File: src/rtl/dev_latch_port_bank_pkg.sv
// Shared types and limits for the I/O-mapped latch port bank.
package dev_latch_port_bank_pkg;

    // Largest bank the mapper select and decode logic are sized for.
    localparam int LATCH_MAX_CHANNELS = 8;

    // Per-channel update behaviour; MODE_RSVD is treated as a plain latch.
    typedef enum logic [1:0] {
        MODE_LATCH  = 2'd0,
        MODE_SETCLR = 2'd1,
        MODE_PULSE  = 2'd2,
        MODE_RSVD   = 2'd3
    } latch_mode_t;

endpackage

File: src/rtl/latch_port_ch.sv
// One latch channel: stored value, mode-dependent update and pulse timer.
module latch_port_ch
    import dev_latch_port_bank_pkg::*;
#(
    parameter int                DATA_W    = 8,
    parameter int                PULSE_W   = 8,
    parameter logic [DATA_W-1:0] RESET_VAL = '0
) (
    input  logic               clk,
    input  logic               reset,
    input  logic               we_i,
    input  logic [7:0]         wdata_i,
    input  latch_mode_t        mode_i,
    input  logic [PULSE_W-1:0] pulse_len_i,
    output logic [DATA_W-1:0]  value_o,
    output logic               wr_pulse_o
);

    localparam logic [PULSE_W-1:0] CNT_ONE = PULSE_W'(1);

    logic [DATA_W-1:0]  value_q, value_d;
    logic [PULSE_W-1:0] cnt_q, cnt_d;
    logic               wr_pulse_q;

    // Next value and pulse counter from the write strobe, mode and timer.
    always_comb begin
        // NOTE: defaults first so every path assigns value_d/cnt_d and no latch is inferred.
        value_d = value_q;
        cnt_d   = cnt_q;
        if (we_i) begin
            unique case (mode_i)
                MODE_SETCLR: begin
                    // Bit indices beyond the latch width are silently dropped.
                    for (int b = 0; b < DATA_W; b++) begin
                        if (int'(wdata_i[2:0]) == b) begin
                            value_d[b] = wdata_i[7];
                        end
                    end
                    cnt_d = '0;
                end
                MODE_PULSE: begin
                    // A zero length loads a zero counter: the value then holds.
                    value_d = wdata_i[DATA_W-1:0];
                    cnt_d   = pulse_len_i;
                end
                default: begin
                    value_d = wdata_i[DATA_W-1:0];
                    cnt_d   = '0;
                end
            endcase
        end else if (mode_i != MODE_PULSE) begin
            // Leaving pulse mode abandons any pending expiry, value untouched.
            cnt_d = '0;
        end else if (cnt_q == CNT_ONE) begin
            value_d = RESET_VAL;
            cnt_d   = '0;
        end else if (cnt_q != '0) begin
            cnt_d = cnt_q - CNT_ONE;
        end
    end

    // Channel state registers; reset aborts any pulse immediately.
    always_ff @(posedge clk or posedge reset) begin
        // NOTE: the latch is a plain flop, not a memory, so it takes the async reset like any state.
        if (reset) begin
            value_q    <= RESET_VAL;
            cnt_q      <= '0;
            wr_pulse_q <= 1'b0;
        end else begin
            // NOTE: sequential state is updated with non-blocking assignments only.
            value_q    <= value_d;
            cnt_q      <= cnt_d;
            wr_pulse_q <= we_i;
        end
    end

    assign value_o    = value_q;
    assign wr_pulse_o = wr_pulse_q;

endmodule

File: src/rtl/dev_latch_port_bank.sv
// Bank of I/O-mapped latch channels decoded from Z80 I/O cycles, with a
// mapper-facing value mux and registered CPU readback.
module dev_latch_port_bank
    import dev_latch_port_bank_pkg::*;
#(
    parameter int                CHANNELS  = 3,
    parameter int                DATA_W    = 8,
    parameter int                PULSE_W   = 8,
    parameter logic [DATA_W-1:0] RESET_VAL = '0,
    localparam int               SEL_W     = (CHANNELS > 1) ? $clog2(CHANNELS) : 1
) (
    input  logic                              clk,
    input  logic                              reset,
    input  logic [7:0]                        addr,
    input  logic [7:0]                        wdata,
    input  logic                              iorq,
    input  logic                              m1,
    input  logic                              wr,
    input  logic                              rd,
    input  logic                              req,
    input  logic [CHANNELS-1:0]               ch_enable,
    input  logic [CHANNELS-1:0][7:0]          ch_port,
    input  logic [CHANNELS-1:0][7:0]          ch_mask,
    input  logic [CHANNELS-1:0][1:0]          ch_mode,
    input  logic [CHANNELS-1:0][PULSE_W-1:0]  ch_pulse_len,
    input  logic                              sel_valid,
    input  logic [SEL_W-1:0]                  sel_num,
    output logic [DATA_W-1:0]                 data_to_mapper,
    output logic [7:0]                        rdata,
    output logic                              rd_ack,
    output logic [CHANNELS-1:0]               wr_pulse
);

    logic [CHANNELS-1:0]             hit;
    logic [CHANNELS-1:0]             we;
    logic [CHANNELS-1:0][DATA_W-1:0] ch_value;
    logic                            rd_fire;
    logic [7:0]                      rdata_d, rdata_q;
    logic                            rd_ack_q;

    // Address decode; interrupt-acknowledge cycles (iorq with m1) never hit.
    always_comb begin
        for (int i = 0; i < CHANNELS; i++) begin
            hit[i] = ch_enable[i] & ((addr & ch_mask[i]) == ch_port[i]) & iorq & ~m1;
            we[i]  = hit[i] & wr & req;
        end
    end

    for (genvar i = 0; i < CHANNELS; i++) begin : g_ch
        latch_port_ch #(
            .DATA_W    (DATA_W),
            .PULSE_W   (PULSE_W),
            .RESET_VAL (RESET_VAL)
        ) u_ch (
            .clk         (clk),
            .reset       (reset),
            .we_i        (we[i]),
            .wdata_i     (wdata),
            .mode_i      (latch_mode_t'(ch_mode[i])),
            .pulse_len_i (ch_pulse_len[i]),
            .value_o     (ch_value[i]),
            .wr_pulse_o  (wr_pulse[i])
        );
    end

    // A read only counts when no write shares the cycle; lowest channel wins.
    always_comb begin
        rd_fire = rd & req & ~wr & (|hit);
        rdata_d = 8'hFF;
        for (int i = CHANNELS - 1; i >= 0; i--) begin
            if (hit[i]) begin
                rdata_d[DATA_W-1:0] = ch_value[i];
            end
        end
    end

    // Readback registers: data holds between reads, acknowledge is one clock.
    always_ff @(posedge clk or posedge reset) begin
        if (reset) begin
            rdata_q  <= 8'hFF;
            rd_ack_q <= 1'b0;
        end else begin
            rd_ack_q <= rd_fire;
            if (rd_fire) begin
                rdata_q <= rdata_d;
            end
        end
    end

    // Mapper view of the selected channel; out-of-range or unselected reads all ones.
    always_comb begin
        data_to_mapper = '1;
        if (sel_valid) begin
            for (int i = 0; i < CHANNELS; i++) begin
                if (int'(sel_num) == i) begin
                    data_to_mapper = ch_value[i];
                end
            end
        end
    end

    assign rdata  = rdata_q;
    assign rd_ack = rd_ack_q;

endmodule
File: config.mk
export PLATFORM = sky130hd
export DESIGN_NAME = dev_latch_port_bank
export DESIGN_NICKNAME = d
export VERILOG_FILES = /design/src/rtl/dev_latch_port_bank_pkg.sv /design/src/rtl/latch_port_ch.sv /design/src/rtl/dev_latch_port_bank.sv
export SDC_FILE = /design/constraint.sdc
export NUM_CORES = 1
export LEC_CHECK = 0
export ABC_AREA = 0
export BUFFER_PORTS_ARGS = -buffer_cell sky130_fd_sc_hd__buf_2
export CAP_MARGIN = 20
export CORE_AREA = 8 8 107 109
export CTS_BUF_LIST = sky130_fd_sc_hd__clkbuf_4 sky130_fd_sc_hd__clkbuf_8
export CTS_CLUSTER_DIAMETER = 120
export CTS_CLUSTER_SIZE = 40
export DETAILED_ROUTE_END_ITERATION = 8
export DIE_AREA = 0 0 115 117
export PLACE_DENSITY_LB_ADDON = 0.05
export SYNTH_ARGS = -nofsm -noshare
export SYNTH_HDL_FRONTEND = slang
export SYNTH_HIERARCHICAL = 1
export SYNTH_SLANG_ARGS = --single-unit
File: constraint.sdc
create_clock -name clk -period 1.8 [get_ports clk]
set_clock_uncertainty 0.1 [all_clocks]
set_input_delay 0.18 -clock clk [delete_from_list [all_inputs] [get_ports clk]]
set_output_delay 0.18 -clock clk [all_outputs]
set_load 0.01 [all_outputs]
==> metrics.yaml <==
status:
  status: "finished with violations"
  violations: "negative setup slack"
floorplanning:
  num_rows: 37
  start_util: 0.475
  die_w_um: 115
  dieHeight_um: 117
  dieArea_um2: 13500
  core-area_um2: 9910
  io_pins: 127
logic_synthesis:
  synth.area.top_cells: "dfrtp_1 28%, xor2_1 4.7%, dfstp_2 4.5%"
  synth_top_area_share: 0.276
  synth_area_um2: 4710
  synth_edf_count: 0
  synth_cells: 501
  synth.net_count: 617
  ys_warn_count: 6
  yosysUniqueCellTypes: 64
  synth_seq_area_share: 0.321
  syn_avg_cell_area_um2: 9.40
  synth_commonest_cells: "52 x dfrtp_1, 47 x nand2_1, 25 x xor2_1"
  synth.most_common_cell: "dfrtp_1"
  synthFlopType: "dfrtp_1"
  ys_ff_latch: 60
  ys_async_sr_fraction: 1.00
  yosysTopAreaCell: "dfrtp_1"
cts:
  cts_max_path_buffers: 2
  clock-sinks: 60
  cts-root-buf: "clkbuf_8"
  ctsHtreeMaxLevel: 3
  tritoncts: "built"
  numCtsBuffers: 9
  clk_latency_ns: 0.34
  clk_pin_slew_ns: 0.08
global_routing:
  grt_max_degree: 34
  grt_usage: 0.220
  top_usage_layer: "met2"
  grt_pass1_wl_mm: 23.8
  grtUsageMet3: 0.0493
  antenna_found_initial: 0
  met2_usage: 0.376
  grt_use_met1: 0.268
  grt_pass1_vias: 5001
  grt.overflow.total: 0
route:
  firstDrtPassIters: 5
  drc: 0
  route.vias.total: 4842
  drt-initial-drc-count: 235
  wl_mm: 15.3
  wl_per_cell_um: 17.8
  ant_nets: 0
  avgViaCountPerCell: 5.65
sta:
  worst_slew_pin_slew_ns: 0.728
  hold_viol_final: 0
  fmax_mhz: 534
  layout_min_cycle_time_ns: 1.87
  finalCritPeriodShare: 1.04
  layout_setup_ws_ns: -0.0711
  rsz0062_at_grt: "yes"
  slew_headroom: 0.514
  maxSlewViolCount: 0
  setup_viol: 16
final_layout:
  final_nets: 832
  area_growth_pct: 45.2
  antennaDiodeCount: 0
  drive_gt1_frac: 0.513
critical_path:
  startpoint_type: "flip-flop"
  crit_arrival_ns: 1.99
  crit_fanout: 4
  cp.required_ns: 1.92
  critPathCaptureType: "flip-flop"
  critPathKind: "reg -> reg"
power_and_ir_drop:
  power_density_nw_per_um2: 1030
  ir_drop_v: 0.000849
  power_leakage_nw: 3.22
  power_w: 0.00704
placement:
  hpwl_mm: 11.0
  gp_congestion: 0.893
  dp_worst_setup_slack_ns: -0.540
  place.port_buffers: 126
run:
  cap_violations: 0
worst_hold_path:
  hp-class: "in -> reg"
[worst max-delay path: stages (launching register included)]
cell	delay (ns)
dfrtp_2	0.42
inv_2	0.08
ha_4	0.13
or3b_4	0.38
nor4_4	0.38
buf_4	0.19
o32ai_1	0.07
[final timing paths]
kind,slack (ns),cells after the start,startpoint,end
worst max-delay path,-0.07,6,g_ch[2].u_ch/cnt_q[0],g_ch[2].u_ch/cnt_q[7]
worst min-delay path,0.02,3,ch_pulse_len[13],g_ch[1].u_ch/cnt_q[5]
worst max register to register,-0.07,6,g_ch[2].u_ch/cnt_q[0],g_ch[2].u_ch/cnt_q[7]
worst min register to register,0.44,1,g_ch[2].u_ch/value_o[3],g_ch[2].u_ch/value_o[3]
max in group asynchronous,0.66,3,reset,g_ch[0].u_ch/value_o[2]
min in group asynchronous,0.30,3,reset,rd_ack
[per-layer routing]
layer | wire length [um] | share of wire
met3 | 976 | 0.064
met4 | 301 | 0.020
met1 | 6560 | 0.43
met5 | 0 | 0
met2 | 7420 | 0.49
[repair_timing]
item | 4_1_cts | 5_1_grt
pin swaps | 17 | 22
hold endpoints to repair | 59 | 0
buffers inserted | 16 | 12
resized for setup | 31 | 55
hold buffers | 8 | 0
endpoints found under the setup margin | 30 | 37
[final cells by class]
cell class,count,area [um2]
fillers,822,3070
well taps,136,170
clock inverters,5,36.3
multi-input cells,402,3390
repair buffers,233,1540
clock buffers,11,145
inverters,10,37.5
flip-flops and latches,60,1510
[layout by cell type, fill, tap and decap left out, types with 8 or more instances in the layout]
master,count
a21boi_1,8
a21o_1,13
a21oi_1,17
a32o_1,8
buf_2,116
buf_4,95
buf_6,12
clkbuf_8,10
dfrtp_1,50
dfstp_2,8
dlygate4sd3_1,8
mux2_2,10
mux2_4,8
mux2i_1,15
nand2_1,42
nand2b_1,8
nand3b_1,9
nor2_1,11
nor2_2,8
nor3_1,13
nor3b_1,15
o21ai_0,21
o32a_1,8
xor2_1,25
[logic make-up (layout without fill, tap and decap cells)]
family | Yosys count | in the layout | synth area share
AO/OA/AOI/OAI | 146 | 146 | 0.233
XOR/XNOR | 33 | 33 | 0.0646
adder cells (fa/ha/maj) | 9 | 9 | 0.0239
buffers and inverters | 39 | 259 | 0.0380
flip-flops | 60 | 60 | 0.321
multiplexers | 33 | 33 | 0.0813
AND/OR/NAND/NOR | 181 | 181 | 0.238
[metrics by stage]
stage	TNS [ns]	std cells	hold slack [ns]	util	cell area [um2]
floorplan	-6.03	501	-0.0978	-	4810
global placement	-15.07	806	0.110	0.606	6010
detailed placement	-16.11	806	0.102	0.606	6010
CTS	-0.697	845	0.000430	0.657	6510
global route	-1.93	857	0.0240	0.690	6830
finish	-0.617	857	0.0166	0.690	6830
[registers in the layout, indices dropped and copies added (netlist names)]
register / flops
g_ch.u_ch/cnt_q: 24
g_ch.u_ch/value_o: 24
rdata: 8
g_ch.u_ch/wr_pulse_o: 3
rd_ack: 1
[report_power, final]
group / internal [W] / switching [W]
clock: 0.000555 / 0.000602
sequential: 0.00156 / 0.000214
combinational: 0.00213 / 0.00198
total: 0.00424 / 0.00279
Power figures use the tool's default switching activity.
